## src/rtl/rf_wb_scoreboard_pkg.sv

```systemverilog
// Shared types and constants for the register file writeback scoreboard.
package rf_wb_scoreboard_pkg;

    typedef logic [4:0]  regbits_t;
    typedef logic [31:0] word_t;

    // Source latched into the register file write stage.
    typedef enum logic [1:0] {
        WB_NONE = 2'd0,
        WB_FAST = 2'd1,
        WB_SLOW = 2'd2
    } wb_src_t;

    localparam int STARVE_MAX_DEFAULT = 4;
    localparam int SCNT_W_DEFAULT     = 3;

    // One-hot mask for an architectural register; register 0 never gets a bit.
    function automatic logic [31:0] reg_mask(input regbits_t r);
        logic [31:0] m;
        m    = 32'd1 << r;
        m[0] = 1'b0;
        return m;
    endfunction

endpackage

```

## src/rtl/rf_wb_arbiter.sv

```systemverilog
// Writeback port arbiter: fast pipe has absolute priority, the slow unit uses
// valid/ready. Also owns the starvation counter and the registered write stage.
// The starvation counter needs 2^SCNT_W > STARVE_MAX so it can reach the limit.
module rf_wb_arbiter
    import rf_wb_scoreboard_pkg::*;
#(
    parameter int STARVE_MAX = STARVE_MAX_DEFAULT,
    parameter int SCNT_W     = SCNT_W_DEFAULT
) (
    input  logic     CLK,
    input  logic     nRST,
    input  logic     a_valid,
    input  regbits_t a_sel,
    input  word_t    a_dat,
    input  logic     b_valid,
    input  regbits_t b_sel,
    input  word_t    b_dat,
    output logic     b_ready,
    output logic     acc_valid,
    output regbits_t acc_sel,
    output logic     starve_stall,
    output wb_src_t  wb_src,
    output regbits_t wb_sel,
    output word_t    wb_dat
);

    logic [SCNT_W-1:0] scnt;
    word_t             acc_dat;

    // Grant: the fast pipe cannot stall, so the slow unit only wins idle cycles.
    always_comb begin
        // NOTE: every always_comb output gets a default first so no path can leave it unassigned and infer a latch.
        b_ready   = 1'b0;
        acc_valid = 1'b0;
        acc_sel   = '0;
        acc_dat   = '0;
        if (a_valid) begin
            acc_valid = 1'b1;
            acc_sel   = a_sel;
            acc_dat   = a_dat;
        end else if (b_valid) begin
            b_ready   = 1'b1;
            acc_valid = 1'b1;
            acc_sel   = b_sel;
            acc_dat   = b_dat;
        end
    end

    assign starve_stall = (scnt >= SCNT_W'(STARVE_MAX));

    // Count consecutive cycles the slow unit waits; saturate, clear on grant or idle.
    always_ff @(posedge CLK or negedge nRST) begin
        // NOTE: sequential state uses non-blocking assignments so every flop samples pre-edge values.
        if (!nRST) begin
            scnt <= '0;
        end else if (b_valid && !b_ready) begin
            if (scnt != '1) begin
                scnt <= scnt + 1'b1;
            end
        end else begin
            scnt <= '0;
        end
    end

    // Output stage: latch the granted write; writes to register 0 are dropped here.
    always_ff @(posedge CLK or negedge nRST) begin
        if (!nRST) begin
            wb_src <= WB_NONE;
            wb_sel <= '0;
            wb_dat <= '0;
        end else if (acc_valid && (acc_sel != '0)) begin
            wb_src <= a_valid ? WB_FAST : WB_SLOW;
            wb_sel <= acc_sel;
            wb_dat <= acc_dat;
        end else begin
            wb_src <= WB_NONE;
        end
    end

endmodule

```

## src/rtl/rf_wb_scoreboard.sv

```systemverilog
// Register file writeback scoreboard: pending-write tracking, RAW/WAW issue
// hazards, starvation stall and sticky writeback error around the arbiter.
module rf_wb_scoreboard
    import rf_wb_scoreboard_pkg::*;
#(
    parameter int STARVE_MAX = STARVE_MAX_DEFAULT,
    parameter int SCNT_W     = SCNT_W_DEFAULT
) (
    input  logic     CLK,
    input  logic     nRST,
    input  logic     issue_valid,
    input  regbits_t issue_rs,
    input  regbits_t issue_rt,
    input  regbits_t issue_rd,
    input  logic     issue_wen,
    output logic     issue_stall,
    input  logic     a_valid,
    input  regbits_t a_sel,
    input  word_t    a_dat,
    input  logic     b_valid,
    input  regbits_t b_sel,
    input  word_t    b_dat,
    output logic     b_ready,
    output logic     rf_wen,
    output regbits_t rf_wsel,
    output word_t    rf_wdat,
    output logic     wb_err
);

    logic [31:0] pending;
    logic [31:0] set_mask;
    logic [31:0] clr_mask;
    logic        acc_valid;
    regbits_t    acc_sel;
    logic        starve_stall;
    logic        issue_accept;
    logic        haz_rs;
    logic        haz_rt;
    logic        haz_rd;
    wb_src_t     wb_src;

    rf_wb_arbiter #(
        .STARVE_MAX (STARVE_MAX),
        .SCNT_W     (SCNT_W)
    ) u_arb (
        .CLK          (CLK),
        .nRST         (nRST),
        .a_valid      (a_valid),
        .a_sel        (a_sel),
        .a_dat        (a_dat),
        .b_valid      (b_valid),
        .b_sel        (b_sel),
        .b_dat        (b_dat),
        .b_ready      (b_ready),
        .acc_valid    (acc_valid),
        .acc_sel      (acc_sel),
        .starve_stall (starve_stall),
        .wb_src       (wb_src),
        .wb_sel       (rf_wsel),
        .wb_dat       (rf_wdat)
    );

    assign rf_wen = (wb_src != WB_NONE);

    // Hazard detect against the pending vector; no bypass of this cycle's clear.
    always_comb begin
        haz_rs       = (issue_rs != '0) && pending[issue_rs];
        haz_rt       = (issue_rt != '0) && pending[issue_rt];
        haz_rd       = issue_wen && (issue_rd != '0) && pending[issue_rd];
        issue_stall  = issue_valid && (haz_rs || haz_rt || haz_rd || starve_stall);
        issue_accept = issue_valid && !issue_stall;
        set_mask     = (issue_accept && issue_wen) ? reg_mask(issue_rd) : '0;
        clr_mask     = rf_wen ? reg_mask(rf_wsel) : '0;
    end

    // Pending bits: set on issue, cleared on the edge that commits the write.
    always_ff @(posedge CLK or negedge nRST) begin
        if (!nRST) begin
            pending <= '0;
        end else begin
            pending <= (pending & ~clr_mask) | set_mask;
        end
    end

    // Sticky error: an accepted writeback whose register was never marked pending.
    always_ff @(posedge CLK or negedge nRST) begin
        if (!nRST) begin
            wb_err <= 1'b0;
        end else if (acc_valid && (acc_sel != '0) && !pending[acc_sel]) begin
            wb_err <= 1'b1;
        end
    end

endmodule

```

## config.mk

```make
export PLATFORM = sky130hd
export DESIGN_NAME = rf_wb_scoreboard
export DESIGN_NICKNAME = d
export VERILOG_FILES = /design/src/rtl/rf_wb_scoreboard_pkg.sv /design/src/rtl/rf_wb_arbiter.sv /design/src/rtl/rf_wb_scoreboard.sv
export SDC_FILE = /design/constraint.sdc
export NUM_CORES = 1
export LEC_CHECK = 0
export CAP_MARGIN = 20
export CORE_MARGIN = 2
export CORE_UTILIZATION = 49
export DETAILED_ROUTE_END_ITERATION = 6
export PLACE_DENSITY_LB_ADDON = 0.3
export SYNTH_ARGS = -nofsm -noshare
export SYNTH_HDL_FRONTEND = slang
export SYNTH_SLANG_ARGS = --single-unit
```

## constraint.sdc

```tcl
create_clock -name CLK -period 3.4 [get_ports CLK]
set_clock_uncertainty 0.15 [all_clocks]
set_input_delay 0.68 -clock CLK [delete_from_list [all_inputs] [get_ports CLK]]
set_output_delay 0.68 -clock CLK [all_outputs]
set_load 0.01 [all_outputs]
```

==> summary.txt, run 1 <==
Timing
  – Final hold vios: 0
  – Peak Freq: 303.6 MHz
  – Final setup TNS: 0 ps
  – Relative slew slack: 64.93%
  – Slew @ Worst Pin: 526.0 ps
  – Final setup margin: 105.9 ps
  – Final Max Tran Viols: 0
  – Endpoints failing setup: 0
  – Fin crit share: 96.89%
  – Hold slack final: 88.80 ps
  – RSZ-0062 raised after global routing: no
  – Min Tclk post-route: 3294 ps

Clock tree
  – TritonCTS clock tree: built
  – Skew-Pair Late Insertion Delay: 350 ps
  – Number of CTS-inserted buffers: 9
  – Clock-pin transition on the worst setup and hold timing paths: 80 ps
  – Clock Sinks: 74
  – Clock root buffer: clkbuf_8
  – H-tree Lvls: 3
  – Worst-case clock buffer depth: 2

Global route
  – Antenna violations before repair: 0
  – First-pass GRT wire length: 24810 um
  – Vias in the first global route: 4794
  – GRT Overall Usage: 31.08%
  – Grt total ovfl: 0
  – Largest net degree at the start of global routing: 60

Synth
  – Seq cells post-synth: 74
  – Mapped Area: 0.004756 mm^2
  – Ys Warns: 0
  – Cells after Synth: 500
  – Fraction of registers with async set or reset after synthesis: 100.0%
  – Syn avg cell area: 9.512 um^2
  – Synth cell types: 54
  – Top FF cell, synth: dfrtp_1
  – Register area share after synthesis: 38.94%
  – EDFF count, synth: 0
  – Syn_nets: 597

Finish
  – Post-route cell area: 0.006723 mm^2
  – Antenna cell count: 0
  – Reg area: 0.001852 mm^2
  – Multi-input gate area: 0.002720 mm^2
  – Non-Filler Instances: 792
  – Area growth from synthesis to layout: 41.36%
  – Fin nets: 755
  – Final Core Density: 72.07%
  – Layout fillers: 711
  – Layout cells sized above 1: 19.46%

Place
  – GP Congestion: 0.9836
  – Placed Instances: 772
  – Place WS: -635.0 ps
  – DP HPWL: 11970 um
  – # port buffers: 135
  – Cell Area, Placed: 0.006467 mm^2

Die
  – Total Die Area: 0.01051 mm^2
  – Starting Density: 50.99%
  – Die width: 102.5 um
  – Num ports: 136
  – Row cnt: 35
  – Chip Height: 102.5 um
  – Core area: 0.009328 mm^2

Power and ir drop
  – Total power: 3.340 mW
  – Static Leak: 2.664 nW
  – Peak supply drop: 258.3 uV
  – PwrDens: 496.9 mW/mm^2

Worst setup path
  – Worst-path maximum fanout: 4
  – End point of the critical path: issue_stall
  – Critical Path Start Type: primary input
  – CP Data Arrival Time: 2460 ps
  – R2R cell count: 8
  – Register-to-register setup slack: 630 ps
  – R2R Path Start: pending[27]
  – WS Path Type: primary input to output pin
  – Critical Path RT: 2570 ps
  – Reg2Reg Capture Point: pending[31]
  – CP Launch Point: issue_rs[0]
  – Worst Setup End Kind: output pin

Drt
  – Iter 0 DRT Violations: 435
  – Antenna-violating nets left: 0
  – TritonRoute pass-1 iters: 5
  – WL final: 16420 um
  – Vias: 4927
  – # DRC: 0
  – Via-to-Cell Ratio: 6.221
  – Drt wl/cell: 20.73 um

Min path
  – Worst hold-check path type: primary input to async pin

Flow run
  – Maximum capacitance violations: 0

Run status
  – Outcome: completed
## cell families after synthesis
family	after synthesis	share of synthesized area [%]
adders and majority gates	2	0.5261
AOI/OAI and AO/OA	178	25.18
buffers and inverters	47	4.657
muxes	43	13.18
DFF	74	38.94
and+or+nand+nor	155	17.34
xor gates and xnor gates	1	0.1842
## per-layer routing
metal,wire [um],vias up,track usage [%]
li1,-,2216,-
met4,640,0,12.41
met3,1600,57,7.661
met2,8001,267,50.78
met5,0,-,0
met1,6180,2387,39.90
## placed cells by master, fill, tap and decap left out, types with 11 or more instances in the layout
master,instances
o21ai_0,69
mux2i_1,24
nand3_1,21
dfrtp_1,74
o21ai_2,30
nand3b_1,13
nor2_1,16
nand2_1,58
mux4_2,11
a22oi_1,33
nand4_1,12
clkdlybuf4s50_1,125
buf_4,50
## timing repair
action                                 4_1_cts  5_1_grt
setup buffers                                5        0
resized for setup                           23        6
pin swaps                                    5        0
endpoints found under the hold margin        0        0
setup endpoints to repair                    1        1
cloned                                       0        0
hold buffers                                 0        0
## cell type report
class / instances / area share (%)
Multi-Input combinational cell: 379 / 40.46
Sequential cell: 74 / 27.55
Timing Repair Buffer: 190 / 26.48
Tap cell: 129 / 2.401
Clock buffer: 10 / 1.898
Clock inverter: 6 / 0.9864
Inverter: 4 / 0.2233
## registers in the layout, summed over array words and instances, names as in the netlist
signal        flops
pending          31
u_arb.scnt        3
u_arb.wb_src      2
wb_err            1
u_arb.wb_sel      5
u_arb.wb_dat     32
## where the power goes
part	internal, mW	switching (mW)
Clock	0.340	0.341
Sequential	1.07	0.297
Combinational	0.666	0.624
Total	2.08	1.26
## synthesized netlist by cell type (all sizes together) (3+ instances only)
master | instances | area [um^2]
o21ai | 99 | 608.1
dfrtp | 74 | 1852
nand2 | 58 | 217.7
a22oi | 34 | 260.3
clkbuf | 24 | 90.09
mux2i | 24 | 240.2
nand3 | 21 | 105.1
buf | 19 | 116.4
nor2 | 16 | 60.06
mux4 | 14 | 330.3
nand3b | 13 | 97.59
nand4 | 12 | 75.07
a21oi | 8 | 40.04
a211oi | 7 | 52.55
nor2b | 7 | 43.79
a31oi | 6 | 37.54
and3 | 5 | 31.28
mux2 | 5 | 56.30
nor3b | 5 | 37.54
inv | 4 | 15.01
a221oi | 3 | 26.28
nand2b | 3 | 18.77
nand4b | 3 | 32.53
## worst max-delay path: stages
cell and delay [ps]:
buf_2 120, buf_6 120, mux4_1 540, mux2i_1 140, nor2_1 80, nor4_4 290, nand4b_4 160, o21a_1 190
buf_2 130
## worst min-delay path by stage
stage / start / end / cells after the start
2_1_floorplan: nRST / pending[10] / 0
3_3_place_gp: u_arb.wb_dat[6] / u_arb.wb_dat[6] / 2
3_5_place_dp: u_arb.wb_dat[7] / u_arb.wb_dat[7] / 2
4_1_cts: nRST / u_arb.wb_dat[1] / 1
5_1_grt: nRST / u_arb.wb_dat[1] / 1
6_report: nRST / u_arb.wb_dat[5] / 1
No activity file was read; power rests on OpenSTA's default activity.
==> inputs of run 2 (changes only) <==
--- a/config.mk
+++ b/config.mk
@@ -6,8 +6,10 @@
 export NUM_CORES = 1
 export LEC_CHECK = 0
 export CAP_MARGIN = 20
+export CELL_PAD_IN_SITES_DETAIL_PLACEMENT = 0
+export CELL_PAD_IN_SITES_GLOBAL_PLACEMENT = 2
 export CORE_MARGIN = 2
-export CORE_UTILIZATION = 49
+export CORE_UTILIZATION = 29
 export DETAILED_ROUTE_END_ITERATION = 6
 export PLACE_DENSITY_LB_ADDON = 0.3
 export SYNTH_ARGS = -nofsm -noshare
==> run 2 against run 1 <==
Net effect:
- die area increased by 66%
- critical path type unchanged
- highest routed layer unchanged
- worst hold slack improved by 240 ps
- cell area increased by 3.3%
- wire length increased by 8.7%
- clock power increased by 44%
- combinational power decreased by 3%
- global-route usage decreased by 10 points
- sequential cell count unchanged
==> summary.txt, run 2 (same netlist as run 1, synthesis figures left out) <==
Drt
  – Via-to-Cell Ratio: 5.398 (-13%)
  – Iter 0 DRT Violations: 239 (-45%)
  – # DRC: 0 (unchanged)
  – TritonRoute pass-1 iters: 4 (-1)
  – Vias: 4756 (-3.5%)
  – Drt wl/cell: 20.27 um (-2.3%)
  – WL final: 17850 um (+8.7%)
  – Antenna-violating nets left: 0 (unchanged)

Worst setup path
  – Critical Path RT: 2570 ps (about the same)
  – Kind of cell adding the most delay to the critical path: buffers and inverters
  – Worst-path maximum fanout: 8 (+4)
  – WS Path Type: primary input to output pin
  – R2R Path Start: pending[3]
  – Critical Path Start Type: primary input
  – Buf/Inv on CP: 3 (unchanged)
  – CP max-delay cell: clkdlybuf4s50_1
  – Worst Setup End Kind: output pin
  – Reg2Reg Capture Point: pending[31]
  – Crit path cell chain: clkdlybuf4s50_1 > buf_4 > mux2i_1 > a21oi_1 > o221ai_1 > o21ai_0 > nand4b_4 > o21a_1 > buf_2
  – CP Data Arrival Time: 2460 ps (about the same)
  – R2R cell count: 8 (unchanged)
  – Worst path max stage delay: 450 ps (-90 ps)
  – Register-to-register setup slack: 820 ps (+190 ps)

Die
  – Total Die Area: 0.01744 mm^2 (+66%)
  – Core area: 0.01594 mm^2 (+71%)
  – Die width: 132.1 um (+29%)
  – Chip Height: 132.1 um (+29%)
  – Row cnt: 46 (+31%)
  – Num ports: 136 (unchanged)
  – Starting Density: 29.83% (-21 points)

Global route
  – Antenna violations before repair: 0 (unchanged)
  – Grt total ovfl: 0 (unchanged)
  – Vias in the first global route: 4981 (+3.9%)
  – First-pass GRT wire length: 27990 um (+13%)
  – Largest net degree at the start of global routing: 75 (+25%)
  – GRT Overall Usage: 20.85% (-10 points)

Timing
  – Relative slew slack: 34.21% (-31 points)
  – RSZ-0062 raised after global routing: no
  – Slew @ Worst Pin: 986.8 ps (+460.8 ps)
  – Final setup TNS: 0 ps (unchanged)
  – Peak Freq: 303.6 MHz (about the same)
  – Endpoints failing setup: 0 (unchanged)
  – Min Tclk post-route: 3294 ps (+0.1710 ps)
  – Final hold vios: 0 (unchanged)
  – Final setup margin: 105.7 ps (-0.1710 ps)
  – Final Max Tran Viols: 0 (unchanged)
  – Hold slack final: 331.1 ps (+242.3 ps)
  – Fin crit share: 96.89% (about the same)

Clock tree
  – Worst-case clock buffer depth: 2 (unchanged)
  – Hold_buf cts: 0 (unchanged)
  – Clock Sinks: 74 (unchanged)
  – Number of CTS-inserted buffers: 9 (unchanged)
  – Clock root buffer: clkbuf_16
  – TritonCTS clock tree: built
  – Clock-pin transition on the worst setup and hold timing paths: 50 ps (-30 ps)
  – Skew-Pair Late Insertion Delay: 340 ps (about the same)
  – H-tree Lvls: 3 (unchanged)

Finish
  – Fin nets: 758 (+0.40%)
  – Most flops, register: u_arb.wb_dat
  – Layout fillers: 1538 (+120%)
  – Most frequent cells in the layout: 126 x clkdlybuf4s50_1, 74 x dfrtp_1, 68 x o21ai_0
  – Commonest non-fill, non-tap cell in the layout: clkdlybuf4s50_1
  – Max reg flops: 32 (unchanged)
  – Largest regs: u_arb.wb_dat x32, pending x31, u_arb.wb_sel x5
  – Area growth from synthesis to layout: 46.01%
  – Non-Filler Instances: 881 (+11%)
  – Layout cells sized above 1: 19.70% (+0.24 points)
  – Final Core Density: 43.56% (-29 points)
  – Post-route cell area: 0.006944 mm^2 (+3.3%)
  – Antenna cell count: 0 (unchanged)

Place
  – DP HPWL: 13110 um (+9.6%)
  – GP Congestion: 0.9428 (-4.1%)
  – # port buffers: 135 (unchanged)
  – Cell Area, Placed: 0.006589 mm^2 (+1.9%)
  – Place WS: -681.7 ps (-46.78 ps)
  – Placed Instances: 862 (+12%)

Min path
  – Worst hold-check path type: primary input to async pin

Power and ir drop
  – Peak supply drop: 267.3 uV (+3.5%)
  – Total power: 3.652 mW (+9.3%)
  – Static Leak: 2.725 nW (+2.3%)
  – PwrDens: 525.8 mW/mm^2 (+5.8%)

Run status
  – Outcome: completed

Flow run
  – Maximum capacitance violations: 0 (unchanged)
## run 2: cell types whose count changed in the layout (fill, tap and decap cells not counted), moves of 2 or more
| cell | delta |
|---|---|
| clkbuf_8 | -7 |
| buf_4 | +7 |
| buf_6 | -2 |
| clkbuf_16 | +9 |
| clkinvlp_4 | -2 |
## run 2: how the worst max path moves through the flow
stage,startpoint,to,slack [ps],depth (start not counted)
floorplan,issue_rd[1],issue_stall,340,8
global placement,issue_rs[0],issue_stall,-660,9
detailed placement,issue_rs[0],issue_stall,-680,9
CTS,issue_rd[1],issue_stall,6,9
global route,issue_rs[1],issue_stall,40,10
finish,issue_rs[1],issue_stall,110,9
## run 2: layer usage
| layer | GRT usage, % | wire, um | vias up |
|---|---|---|---|
| met4 | 10.51 | 747 | 0 |
| met5 | 0 | 0 | - |
| met2 | 32.52 | 8285 | 197 |
| li1 | - | - | 2227 |
| met1 | 26.40 | 7568 | 2288 |
| met3 | 5.959 | 1252 | 44 |
## run 2: area by class of cell
| class | instances | area [um^2] | area share [%] |
|---|---|---|---|
| multi-input combinational | 379 | 2716 | 39.12 |
| tap | 216 | 270.3 | 3.892 |
| timing repair buffer | 193 | 1787 | 25.73 |
| sequential | 74 | 1852 | 26.67 |
| clock buffer | 11 | 252.7 | 3.640 |
| clock inverter | 4 | 51.30 | 0.7387 |
| inverter | 4 | 15.01 | 0.2162 |
## run 2: repair_timing
action,CTS,global route
pin swaps,5,2
buffers inserted,3,1
setup endpoints to repair,1,1
endpoints found under the hold margin,0,0
gates resized for setup,16,8
## run 2: power breakdown
group / switching [mW] / total [mW] / internal, mW / leakage, nW
sequential: 0.346 / 1.42 / 1.07 / 0.897
combinational: 0.592 / 1.25 / 0.661 / 1.68
clock: 0.375 / 0.978 / 0.604 / 0.148
total: 1.31 / 3.65 / 2.34 / 2.73
==> inputs of run 3 (changes only) <==
--- a/config.mk
+++ b/config.mk
@@ -15,3 +15,4 @@
 export SYNTH_ARGS = -nofsm -noshare
 export SYNTH_HDL_FRONTEND = slang
 export SYNTH_SLANG_ARGS = --single-unit
+export TNS_END_PERCENT = 20
==> results of run 3 <==
Final layout, timing and power as in run 2 (identical DEF).
